File: src/rtl/qbus_pkg.sv
// Shared types and constants for the Qbus DMA master.
package qbus_pkg;

  typedef enum logic [2:0] {
    ST_IDLE, ST_REQ, ST_GRANT, ST_ADDR, ST_DATA, ST_REPLY, ST_END, ST_DONE
  } state_e;

  localparam logic [21:0] IO_PAGE_BASE    = 22'o17760000;
  localparam int          DEF_SETUP_CYC   = 8;
  localparam int          DEF_TIMEOUT_CYC = 1000;

  // Registered open-drain gate drives, 1 = line asserted.
  typedef struct packed {
    logic bsync;
    logic bdin;
    logic bdout;
    logic bwtbt;
    logic bbs7;
    logic bdmr;
    logic bsack;
    logic bdmgo;
  } gdrv_t;

  function automatic logic in_io_page(input logic [21:0] addr);
    return (addr & IO_PAGE_BASE) == IO_PAGE_BASE;
  endfunction

endpackage

File: src/rtl/qbus_sync.sv
// Two-flop synchronizer for active-low bus inputs; resets to the negated level.
module qbus_sync #(
  parameter int W = 1
) (
  input  logic         clock,
  input  logic         reset,
  input  logic [W-1:0] d_i,
  output logic [W-1:0] q_o
);

  logic [W-1:0] meta_q;
  logic [W-1:0] sync_q;

  always_ff @(posedge clock or posedge reset) begin
    if (reset) begin
      meta_q <= '1;
      sync_q <= '1;
    end else begin
      meta_q <= d_i;
      sync_q <= meta_q;
    end
  end

  assign q_o = sync_q;

endmodule

File: src/rtl/qbus_dma_master.sv
// Qbus DMA master: one DATI/DATO/DATOB transfer per bus tenure.
// Define QBUS_DMA_TIMEOUT_EN to abort a cycle when BRPLY never arrives.
module qbus_dma_master
  import qbus_pkg::*;
#(
  parameter int SETUP_CYC   = DEF_SETUP_CYC,
  parameter int TIMEOUT_CYC = DEF_TIMEOUT_CYC
) (
  input  logic        clock,
  input  logic        reset,
  input  logic        cmd_valid,
  output logic        cmd_ready,
  input  logic        cmd_write,
  input  logic        cmd_byte,
  input  logic [21:0] cmd_addr,
  input  logic [15:0] cmd_data,
  output logic        rsp_valid,
  output logic        rsp_error,
  output logic [15:0] rsp_data,
  input  logic [21:0] BDALf_IN,
  output logic [21:0] BDALf_OUT,
  output logic [21:0] BDALf_OE,
  output logic        Outbound,
  input  logic        BSYNCf,
  input  logic        BRPLYf,
  input  logic        BDMGIf,
  input  logic        BINITf,
  output logic        BSYNCg,
  output logic        BDINg,
  output logic        BDOUTg,
  output logic        BWTBTg,
  output logic        BBS7g,
  output logic        BDMRg,
  output logic        BSACKg,
  output logic        BDMGOg
);

  localparam int SW = $clog2(SETUP_CYC + 1);

  logic [3:0] sync_s;
  logic       bsync_s, brply_s, bdmgi_s, binit_s, accept_s;

  state_e      state_q, state_d;
  logic [SW-1:0] cnt_q, cnt_d;
  gdrv_t       g_q, g_d;
  logic [21:0] out_q, out_d, oe_q, oe_d;
  logic        outbound_q, rdy_q;
  logic [15:0] rdata_q, rdata_d;
  logic        rsp_valid_q, rsp_valid_d, rsp_error_q, rsp_error_d;
  logic [15:0] rsp_data_q, rsp_data_d;
  logic [21:0] addr_q;
  logic [15:0] data_q;
  logic        write_q, byte_q;
  logic        unused_bdal_hi;

`ifdef QBUS_DMA_TIMEOUT_EN
  localparam int TW = $clog2(TIMEOUT_CYC + 1);
  logic [TW-1:0] to_cnt_q, to_cnt_d;
  logic          err_q, err_d;
`else
  localparam int unused_timeout = TIMEOUT_CYC;
`endif

  qbus_sync #(.W(4)) u_sync (
    .clock (clock),
    .reset (reset),
    .d_i   ({BSYNCf, BRPLYf, BDMGIf, BINITf}),
    .q_o   (sync_s)
  );

  assign bsync_s        = ~sync_s[3];
  assign brply_s        = ~sync_s[2];
  assign bdmgi_s        = ~sync_s[1];
  assign binit_s        = ~sync_s[0];
  assign cmd_ready      = rdy_q & ~binit_s;
  assign accept_s       = (state_q == ST_IDLE) && cmd_valid && cmd_ready;
  assign unused_bdal_hi = ^BDALf_IN[21:16];

  always_comb begin
    state_d     = state_q;
    cnt_d       = cnt_q;
    g_d         = g_q;
    g_d.bdmgo   = 1'b0;
    out_d       = out_q;
    oe_d        = oe_q;
    rdata_d     = rdata_q;
    rsp_valid_d = 1'b0;
    rsp_error_d = 1'b0;
    rsp_data_d  = 16'h0000;
`ifdef QBUS_DMA_TIMEOUT_EN
    to_cnt_d    = to_cnt_q;
    err_d       = err_q;
`endif
    case (state_q)
      ST_IDLE: begin
        if (accept_s) begin
          state_d  = ST_REQ;
          g_d.bdmr = 1'b1;
`ifdef QBUS_DMA_TIMEOUT_EN
          err_d    = 1'b0;
`endif
        end else begin
          g_d.bdmgo = bdmgi_s && !cmd_valid;
        end
      end
      ST_REQ: begin
        if (bdmgi_s) begin
          state_d   = ST_GRANT;
          g_d.bdmr  = 1'b0;
          g_d.bsack = 1'b1;
        end
      end
      ST_GRANT: begin
        if (!bsync_s && !brply_s) begin
          state_d   = ST_ADDR;
          out_d     = addr_q;
          oe_d      = 22'h3FFFFF;
          g_d.bbs7  = in_io_page(addr_q);
          g_d.bwtbt = write_q;
          cnt_d     = '0;
        end
      end
      ST_ADDR: begin
        if (cnt_q == SW'(SETUP_CYC - 1)) begin
          state_d   = ST_DATA;
          g_d.bsync = 1'b1;
          g_d.bbs7  = 1'b0;
          cnt_d     = '0;
`ifdef QBUS_DMA_TIMEOUT_EN
          to_cnt_d  = '0;
`endif
          if (write_q) begin
            out_d     = {6'b000000, data_q};
            oe_d      = 22'h00FFFF;
            g_d.bwtbt = byte_q;
          end else begin
            out_d     = 22'h000000;
            oe_d      = 22'h000000;
            g_d.bwtbt = 1'b0;
            g_d.bdin  = 1'b1;
          end
        end else begin
          cnt_d = cnt_q + SW'(1);
        end
      end
      ST_DATA: begin
        // Writes first hold data for the setup time before strobing BDOUT.
        if (write_q && !g_q.bdout) begin
          if (cnt_q == SW'(SETUP_CYC - 1)) begin
            g_d.bdout = 1'b1;
`ifdef QBUS_DMA_TIMEOUT_EN
            to_cnt_d  = '0;
`endif
          end else begin
            cnt_d = cnt_q + SW'(1);
          end
        end else if (brply_s) begin
          state_d = ST_REPLY;
          cnt_d   = '0;
          if (write_q) begin
            g_d.bdout = 1'b0;
            out_d     = 22'h000000;
            oe_d      = 22'h000000;
          end
`ifdef QBUS_DMA_TIMEOUT_EN
        end else if (to_cnt_q == TW'(TIMEOUT_CYC)) begin
          state_d   = ST_END;
          err_d     = 1'b1;
          g_d.bdin  = 1'b0;
          g_d.bdout = 1'b0;
          g_d.bsync = 1'b0;
          g_d.bwtbt = 1'b0;
          out_d     = 22'h000000;
          oe_d      = 22'h000000;
        end else begin
          to_cnt_d = to_cnt_q + TW'(1);
`endif
        end
      end
      ST_REPLY: begin
        // Reads wait out the deskew time before sampling slave data.
        if (g_q.bdin) begin
          if (cnt_q == SW'(SETUP_CYC - 1)) begin
            rdata_d  = ~BDALf_IN[15:0];
            g_d.bdin = 1'b0;
          end else begin
            cnt_d = cnt_q + SW'(1);
          end
        end else if (!brply_s) begin
          state_d   = ST_END;
          g_d.bsync = 1'b0;
          g_d.bwtbt = 1'b0;
          out_d     = 22'h000000;
          oe_d      = 22'h000000;
        end
      end
      ST_END: begin
        state_d     = ST_DONE;
        g_d.bsack   = 1'b0;
        rsp_valid_d = 1'b1;
`ifdef QBUS_DMA_TIMEOUT_EN
        rsp_error_d = err_q;
        rsp_data_d  = (write_q || err_q) ? 16'h0000 : rdata_q;
`else
        rsp_data_d  = write_q ? 16'h0000 : rdata_q;
`endif
      end
      ST_DONE: state_d = ST_IDLE;
      default: state_d = ST_IDLE;
    endcase
    if ((state_q != ST_IDLE) && binit_s) begin
      state_d     = ST_IDLE;
      g_d         = '0;
      out_d       = 22'h000000;
      oe_d        = 22'h000000;
      rsp_valid_d = 1'b1;
      rsp_error_d = 1'b1;
      rsp_data_d  = 16'h0000;
    end
  end

  always_ff @(posedge clock or posedge reset) begin
    if (reset) begin
      state_q     <= ST_IDLE;
      cnt_q       <= '0;
      g_q         <= '0;
      out_q       <= 22'h000000;
      oe_q        <= 22'h000000;
      outbound_q  <= 1'b0;
      rdy_q       <= 1'b0;
      rdata_q     <= 16'h0000;
      rsp_valid_q <= 1'b0;
      rsp_error_q <= 1'b0;
      rsp_data_q  <= 16'h0000;
      addr_q      <= 22'h000000;
      data_q      <= 16'h0000;
      write_q     <= 1'b0;
      byte_q      <= 1'b0;
    end else begin
      state_q     <= state_d;
      cnt_q       <= cnt_d;
      g_q         <= g_d;
      out_q       <= out_d;
      oe_q        <= oe_d;
      outbound_q  <= |oe_d;
      rdy_q       <= (state_d == ST_IDLE);
      rdata_q     <= rdata_d;
      rsp_valid_q <= rsp_valid_d;
      rsp_error_q <= rsp_error_d;
      rsp_data_q  <= rsp_data_d;
      if (accept_s) begin
        addr_q  <= cmd_addr;
        data_q  <= cmd_data;
        write_q <= cmd_write;
        byte_q  <= cmd_write & cmd_byte;
      end
    end
  end

`ifdef QBUS_DMA_TIMEOUT_EN
  always_ff @(posedge clock or posedge reset) begin
    if (reset) begin
      to_cnt_q <= '0;
      err_q    <= 1'b0;
    end else begin
      to_cnt_q <= to_cnt_d;
      err_q    <= err_d;
    end
  end
`endif

  assign BDALf_OUT = out_q;
  assign BDALf_OE  = oe_q;
  assign Outbound  = outbound_q;
  assign BSYNCg    = g_q.bsync;
  assign BDINg     = g_q.bdin;
  assign BDOUTg    = g_q.bdout;
  assign BWTBTg    = g_q.bwtbt;
  assign BBS7g     = g_q.bbs7;
  assign BDMRg     = g_q.bdmr;
  assign BSACKg    = g_q.bsack;
  assign BDMGOg    = g_q.bdmgo;
  assign rsp_valid = rsp_valid_q;
  assign rsp_error = rsp_error_q;
  assign rsp_data  = rsp_data_q;

endmodule

File: config.mk
export PLATFORM = sky130hd
export DESIGN_NAME = qbus_dma_master
export DESIGN_NICKNAME = d
export VERILOG_FILES = /design/src/rtl/qbus_pkg.sv /design/src/rtl/qbus_sync.sv /design/src/rtl/qbus_dma_master.sv
export SDC_FILE = /design/constraint.sdc
export NUM_CORES = 1
export LEC_CHECK = 0
export BUFFER_PORTS_ARGS = -buffer_cell sky130_fd_sc_hd__buf_2
export CAP_MARGIN = 25
export CORE_MARGIN = 3
export CORE_UTILIZATION = 55
export CTS_BUF_LIST = sky130_fd_sc_hd__clkbuf_4 sky130_fd_sc_hd__clkbuf_8
export DETAILED_ROUTE_END_ITERATION = 12
export GPL_TIMING_DRIVEN = 0
export PLACE_DENSITY = 0.84
export REMOVE_ABC_BUFFERS = 1
export SLEW_MARGIN = 20
export SYNTH_ARGS = -nofsm -noshare
export SYNTH_HDL_FRONTEND = slang
export SYNTH_SLANG_ARGS = --single-unit
File: constraint.sdc
create_clock -name clock -period 5.5 [get_ports clock]
set_input_delay 1.1 -clock clock [delete_from_list [all_inputs] [get_ports clock]]
set_output_delay 1.1 -clock clock [all_outputs]
set_load 0.01 [all_outputs]
Yosys cells after proc, flatten, opt, wreduce, memory -nomap -nowiden
Index checks and enable logic that the tools add are counted.
{"block": "totals", "reg_bits": 143, "inputBits": 69, "output_inout_bits": 72, "wordCells": 152}
{"block": "op_classes", "add_sub_neg": 1, "eq_ne": 24, "n_mux": 67, "bitwise": 5, "reduce_logical": 31}
{"operator": "two-way mux 22 bit", "n": 16}
{"operator": "case mux 22 bit (4 select lines)", "n": 2}
{"operator": "two-way mux 16 bit", "n": 5}
{"operator": "inequality test 3 bit, second input constant", "n": 10}
{"operator": "two-way mux 3 bit", "n": 9}
{"operator": "two-way mux 4 bit", "n": 6}
{"operator": "case mux 3 bit (8 select lines)", "n": 1}
{"operator": "OR reduction 22 bit", "n": 1}
{"operator": "nonzero test 3 bit", "n": 6}
{"operator": "two-way mux 1 bit", "n": 17}
{"operator": "NOT 16 bit", "n": 1}
{"operator": "case mux 4 bit (4 select lines)", "n": 1}
{"operator": "equality test 3 bit, second input constant", "n": 4}
{"operator": "AND reduction 3 bit", "n": 4}
{"operator": "AND reduction 4 bit", "n": 3}
{"operator": "equality test 9 bit, second input constant", "n": 1}
{"operator": "inequality test 3 x 2 -> 1 bit, second input constant", "n": 3}
{"operator": "two-way mux 2 bit", "n": 4}
{"operator": "two-way mux 8 bit", "n": 1}
{"operator": "AND reduction 8 bit", "n": 1}
{"operator": "nonzero test 4 bit", "n": 2}
{"operator": "equality test 3 x 2 -> 1 bit, second input constant", "n": 2}
{"operator": "logical AND 1 bit", "n": 6}
{"operator": "zero test 3 bit", "n": 2}
{"operator": "other kinds (14)", "n": 20}

Depth between registers and ports, before layout
Gate-level depths: netlist (run 1).
{"block": "logic_depth", "word_depth": 7, "ltp_mapped": 9, "mapped_depth_nobuf": 8}

Hierarchy
From an unflattened synthesis (run 1), not the netlist that was laid out.
{"block": "unflattened", "cells_unflattened": 482, "hier_area_um2": 5773.0}
{"module": "qbus_dma_master", "instances": 1, "cells_per_inst": 473, "area_each_um2": 5559.1, "seq_area_each_um2": 3378.2}
{"module": "qbus_sync", "instances": 1, "cells_per_inst": 9, "area_each_um2": 214.0, "seq_area_each_um2": 210.2}

Worst setup path after synthesis (run 1)
Ideal clock, no wire load.
{"block": "synth_path", "kind": "input to register", "from": "in cmd_valid", "to": "reg addr_q[0]", "setup_time_ns": 0.125, "t_arrival_ns": 1.944, "t_required_ns": 5.375, "path_slack_ns": 3.431, "cell_stages": 4, "path_buffers": 1, "path_cell_list": "nand2_1 -> nor3_4 -> buf_6 -> mux2_2"}
{"block": "synth_via", "elab_chain_len": 2}
{"item": "from (decl)", "line": "qbus_dma_master.sv:11", "text": "input logic cmd_valid,"}
{"item": "logical AND 1 bit (2 in a row)", "line": "qbus_dma_master.sv:76", "text": "assign accept_s = (state_q == ST_IDLE) && cmd_valid && cmd_ready;"}
{"item": "to (signal assigned)", "line": "qbus_dma_master.sv:252", "text": "addr_q <= cmd_addr;"}
{"item": "to (decl)", "line": "qbus_dma_master.sv:51", "text": "logic [21:0] addr_q;"}
No other way between the ends.
A chain may end at the register's enable or synchronous reset.

Worst setup path after layout (run 1)
{"block": "layout_path", "from": "reg state_q[2]", "to": "reg out_q[14], in the netlist BDALf_OUT[14]"}
{"block": "layout_via", "elab_chain_len": 4, "elab_cells_between_ends": 17, "cone_classes": "eq/ne (11); mux (2); reduce/logical (4)"}
{"item": "from (decl)", "line": "qbus_dma_master.sv:43", "text": "state_e state_q, state_d;"}
{"item": "from (signal assigned)", "line": "qbus_dma_master.sv:240", "text": "state_q <= state_d;"}
{"item": "nonzero test 3 bit", "line": "qbus_dma_master.sv:211", "text": "if ((state_q != ST_IDLE) && binit_s) begin"}
{"item": "logical AND 1 bit", "line": "qbus_dma_master.sv:211"}
{"item": "inequality test 3 bit (no line), or another cell as far along"}
{"item": "AND reduction 8 bit (no line)"}
{"item": "to (signal assigned)", "line": "qbus_dma_master.sv:243", "text": "out_q <= out_d;"}
{"item": "to (decl)", "line": "qbus_dma_master.sv:46", "text": "logic [21:0] out_q, out_d, oe_q, oe_d;"}
Several ways; a longest one is shown, not always the timed one.

==> results of run 1 <==
[cells by family after synthesis]
logic type | count (synthesis)
muxes | 40
AOI/OAI and AO/OA | 140
and+or+nand+nor | 149
adders and majority gates | 2
buffers and inverters | 37
DFF | 143
[final timing paths]
check | start | end | cells past startpoint
min in group asynchronous | reset | rsp_data[9] | 2
max | state_q[2] | BDALf_OUT[14] | 6
min reg2reg | u_sync.meta_q[0] | u_sync.q_o[0] | 0
max in group asynchronous | reset | u_sync.q_o[1] | 3
max reg2reg | state_q[2] | BDALf_OUT[14] | 6
min | u_sync.meta_q[0] | u_sync.q_o[0] | 0
[layout make-up]
cell class | count | area, sq um
Clock buffer | 19 | 255
Clock inverter | 13 | 154
Fill cell | 808 | 3270
Inverter | 7 | 33.8
Multi-Input combinational cell | 331 | 2150
Sequential cell | 143 | 3590
Tap cell | 136 | 170
Timing Repair Buffer | 142 | 790
[state kept, by name, summed over array words and instances (netlist names), 3 cells and up]
register,count
addr_q,22
u_sync.meta_q,4
u_sync.q_o,4
rsp_data,16
state_q,3
BDALf_OE,22
BDALf_OUT,22
data_q,16
rdata_q,16
cnt_q,4
[metrics by stage]
stage / power [mW] / setup WS, ns / setup TNS [ns] / cell area, sq um
floorplan: 2.25 / 0.575 / 0 / 5750
global placement: 2.55 / -0.677 / -90.78 / 6590
detailed placement: 2.67 / 2.93 / 0 / 6740
CTS: 3.52 / 2.90 / 0 / 7150
global route: 3.72 / 2.68 / 0 / 7150
finish: 3.50 / 2.83 / 0 / 7150
[metal layers]
metal | up-vias | wire (um)
met3 | 22 | 956
met1 | 2193 | 5380
met5 | - | 0
li1 | 2068 | -
met4 | 0 | 197
met2 | 206 | 6940
[synthesized netlist by cell type, drive strengths merged (3+ instances only)]
cell,number
nand2b,7
nor2,37
inv,7
and2,17
nand3,8
o31ai,3
a21o,9
mux2,39
a31oi,5
buf,22
and3b,4
nor4,6
dfstp,8
o21a,5
nor3,9
clkbuf,8
dfrtp,135
a21oi,37
nand2,51
a22oi,16
o21ai,45
[power by group through the flow]
stage	sequential, mW	combinational (mW)	clock [mW]
finish	1.60	1.06	0.843
global route	1.64	1.17	0.912
CTS	1.60	1.07	0.861
detailed placement	1.61	1.06	0
global placement	1.58	0.964	0
floorplan	1.62	0.622	0
==> metrics, run 1 <==
post-cts resize count=0; Clock Sinks=143; first-pass GRT wire length=~22 mm; critical path class=flop to flop; DR iter-0 viols=between 300 and 400; asr flop ratio synth=1.00; post-synthesis compound-gate area fraction=0.155; Final Max Tran Viols=0; CP Launch Type=flop; post-synth top area share=0.571; die height=between 100 and 150 um; grt met2 use=0.391; switching share of total power=0.344; GRT Overall Usage=0.234; Initial Util=0.568; synth unique cells=59; simple-gate share of the synthesized area=0.125; Max stage delay on crit path=~0.82 ns; max frequency=between 300 and 400 MHz; EDFF count, synth=0; Least-Margin Pin Slew=around 0.92 ns; WL final=between 10 and 15 mm; peak supply drop=about 230 uV; combinational share of power=0.303; clock power share=0.241; Netlist Area Pre-Place=roughly 5900 sq um; worst path bufs/invs=2; GRT busiest layer=met2; Max FO, Critical Path=22; Final Hold Viols=0; total gr overflow=0; worst-path cell chain=nor2b_1, a2bb2oi_1, o32ai_4, buf_8, buf_8, o21ai_0; post-CTS setup buffer count=0; Primary FF master, synth=dfrtp_1; H-tree Lvls=4; R2R setup slack=roughly 2.8 ns; Nets=between 700 and 800; XOR/XNOR share of the synthesized area=0; Reg clk slew, reported paths=0.09 ns; Die ar.=~12000 sq um; layout cells sized above 1=0.366; Post-Synth Adder-Cell Area=0.00423; Final setup viols=0; Pwr Density=around 500 nW/um^2; root buf cell=clkbuf_8; P_int=roughly 2.3 mW; initial antenna violation count=0; WP data arrival=about 3.0 ns; total CTS buffers=17; crit-path leading delay family=flip-flops; fin crit share=0.485; largest family of logic cells by synthesized area=compound AO/OA/AOI/OAI gates; placed cells=759; sequential fraction of design power=0.457; Synth area leader=dfrtp_1; Worst path slowest cell=dfrtp_1; hold_buf cts=0; Syn Inst Count=around 500; Critical Path RT=5.80 ns; DP HPWL=around 9.6 mm; Syn Area/Cell=11.6 sq um; IO Pins=about 140; CTS tree=yes; core region area=about 10000 sq um; commonest cells after routing, fill and taps aside=135 x dfrtp_1, 135 x buf_2, 50 x nand2_1; fin cells=791; top area cells in the synthesized netlist=dfrtp_1 57%, mux2_2 7.2%, dfstp_2 3.6%; vias after detailed routing=between 4000 and 5000; Crit. End Element=flop; post-synthesis sequential area ratio=0.606; Hold Path Class=flop to flop; Ys Warns=0; Ant. Diodes=0; min Tclk post-route=~2.7 ns; max-slew headroom at the worst pin=0.383; M3 GR Usage=0.0652; worst skew pair latency=0.43 ns; multiplexer share of the synthesized area=0.0759; pin count of the biggest net entering global routing=88; max_cap viols=0; status=finished clean; Worst path most repeated cell=buf_8; DIE WIDTH=roughly 110 um; leakage power=approximately 3.4 nW; clk buf depth=2; Core Rows=37; RSZ-0062 raised after global routing=no; Clock Skew=approximately 0.019 ns; Psw=between 1 and 1.5 mW; synthesis-stage register bit count=143; wire per inst=between 15 and 20 um; DRT Pass-1 Iters=6; GR Util met1=0.295; DR DRC count=0; Layout Utilization=0.686; Final ANT Viol Nets=0; IO buf count=approximately 130; vias in the first global route=between 4000 and 5000; routed vias/inst=5.68; hold slack=between 0.3 and 0.4 ns; synthesis-to-layout area growth=20.7%; RePlAce Congestion=about 0.90
No activity file was read; power rests on OpenSTA's default activity.
==> inputs of run 2 (changes only) <==
Settings changed: CORE_UTILIZATION 55 to 50, PLACE_DENSITY 0.84 to 0.8.
Clock period 5.5 ns to 2.4 ns, I/O delays scaled along.
==> metrics, run 2 (same netlist as run 1, synthesis figures left out) <==
fin crit share=0.927; routed vias/inst=between 5 and 6; total CTS buffers=17; Final Max Tran Viols=0; max-slew headroom at the worst pin=0.482; CTS tree=yes; Initial Util=0.514; layout cells sized above 1=0.379; IO buf count=~130; vias after detailed routing=about 4300; first-pass GRT wire length=about 21 mm; pin count of the biggest net entering global routing=a little under 90; grt met2 use=0.325; reg2reg start=state_q[2]; initial antenna violation count=1; Clock Sinks=around 140; Max FO, Critical Path=22; Final Hold Viols=0; GRT busiest layer=met2; Reg clk slew, reported paths=around 0.080 ns; critical path class=flop to flop; commonest non-fill, non-tap cell in the layout=buf_2; Nets=715; min Tclk post-route=2.22 ns; synthesis-to-layout area growth=22.2%; WP data arrival=2.60 ns; CP Launch Type=flop; DR DRC count=0; clk buf depth=2; Die ar.=approximately 13000 sq um; Ant. Diodes=0; core region area=roughly 12000 sq um; wire per inst=approximately 16 um; R2R Path End=BDALf_OUT[12]; Crit. End Element=flop; M3 GR Usage=0.0742; max frequency=449 MHz; root buf cell=clkbuf_8; status=finished clean; fill count=around 950; H-tree Lvls=4; FF+latch area=~3600 sq um; die height=between 100 and 150 um; RePlAce Congestion=between 0.9 and 1; vias in the first global route=4384; path depth of the worst reg2reg path=7; DR iter-0 viols=roughly 210; Clock Skew=0.00923 ns; hold_buf cts=0; R2R setup slack=around 0.18 ns; Critical Path RT=around 2.8 ns; DP HPWL=around 9.1 mm; Pwr Density=around 1100 nW/um^2; Area after DPL=~6700 sq um; peak supply drop=around 720 uV; Least-Margin Pin Slew=0.772 ns; max_cap viols=0; DIE WIDTH=around 110 um; IO Pins=141; total power=8.08 mW; Final setup viols=0; GRT Overall Usage=0.206; Final ANT Viol Nets=0; DRT Pass-1 Iters=5; Final Cell Area=7230 sq um; area of the multi-input gates=about 2200 sq um; Core Rows=39; commonest cells after routing, fill and taps aside=134 x buf_2, 132 x dfrtp_1, 50 x nand2_1; total gr overflow=0; GR Util met1=0.266; Hold Path Class=primary input to async pin; leakage power=between 3 and 4 nW; WL final=roughly 13 mm; worst skew pair latency=between 0.4 and 0.5 ns
## run 2: where the power goes
part	switching, mW	internal [mW]	leakage [nW]
clock	0.880	1.11	0.211
combinational	1.25	1.18	1.51
sequential	0.527	3.13	1.74
total	2.66	5.42	3.46
## run 2: final cells by class
cell class / instances / area share
inverter: 7 / 0.00467
clock buffer: 21 / 0.0391
multi-input combinational: 331 / 0.302
clock inverter: 11 / 0.0190
tap: 143 / 0.0247
sequential: 143 / 0.497
timing repair buffer: 144 / 0.113
## run 2: repair_timing
action,4_1_cts,5_1_grt
pin swaps,1,0
resized for setup,3,6
setup endpoints to repair,59,30
setup buffers,3,0
## run 2: how the worst max path moves through the flow
stage	from	endpoint	depth (start not counted)
after detailed placement	state_q[0]	BDALf_OUT[4]	7
after global placement	reset	BDALf_OE[21]	2
after floorplan	reset	BBS7g	1
final	state_q[2]	BDALf_OUT[12]	7
after global routing	state_q[2]	BDALf_OUT[9]	7
after CTS	state_q[1]	rdy_q	5
## run 2: through the flow
step                cells  hold slack (ns)  worst slack, ns  setup TNS (ns)  utilization
finish                800           0.0283            0.175               0        0.628
global route          800           0.0276         -0.00852        -0.00852        0.628
floorplan             481            0.345            -1.90         -270.49            -
global placement      758            0.346            -3.25         -503.74        0.573
CTS                   800           0.0209           0.0104               0        0.626
detailed placement    765            0.348           -0.194           -6.57        0.586
## run 2: critical path: stages, from the launching register on
cell      delay [ns]
dfrtp_2         0.61
nand2b_2        0.32
a21oi_1         0.16
o32ai_4         0.50
buf_8           0.24
buf_8           0.17
nand2_1         0.06
o21ai_1         0.08
## run 2: per-layer routing
layer / share of wire / up-vias
met3: 0.064 / 21
met5: 0.0010 / -
li1: - / 2066
met1: 0.43 / 2131
met2: 0.49 / 120
met4: 0.017 / 2
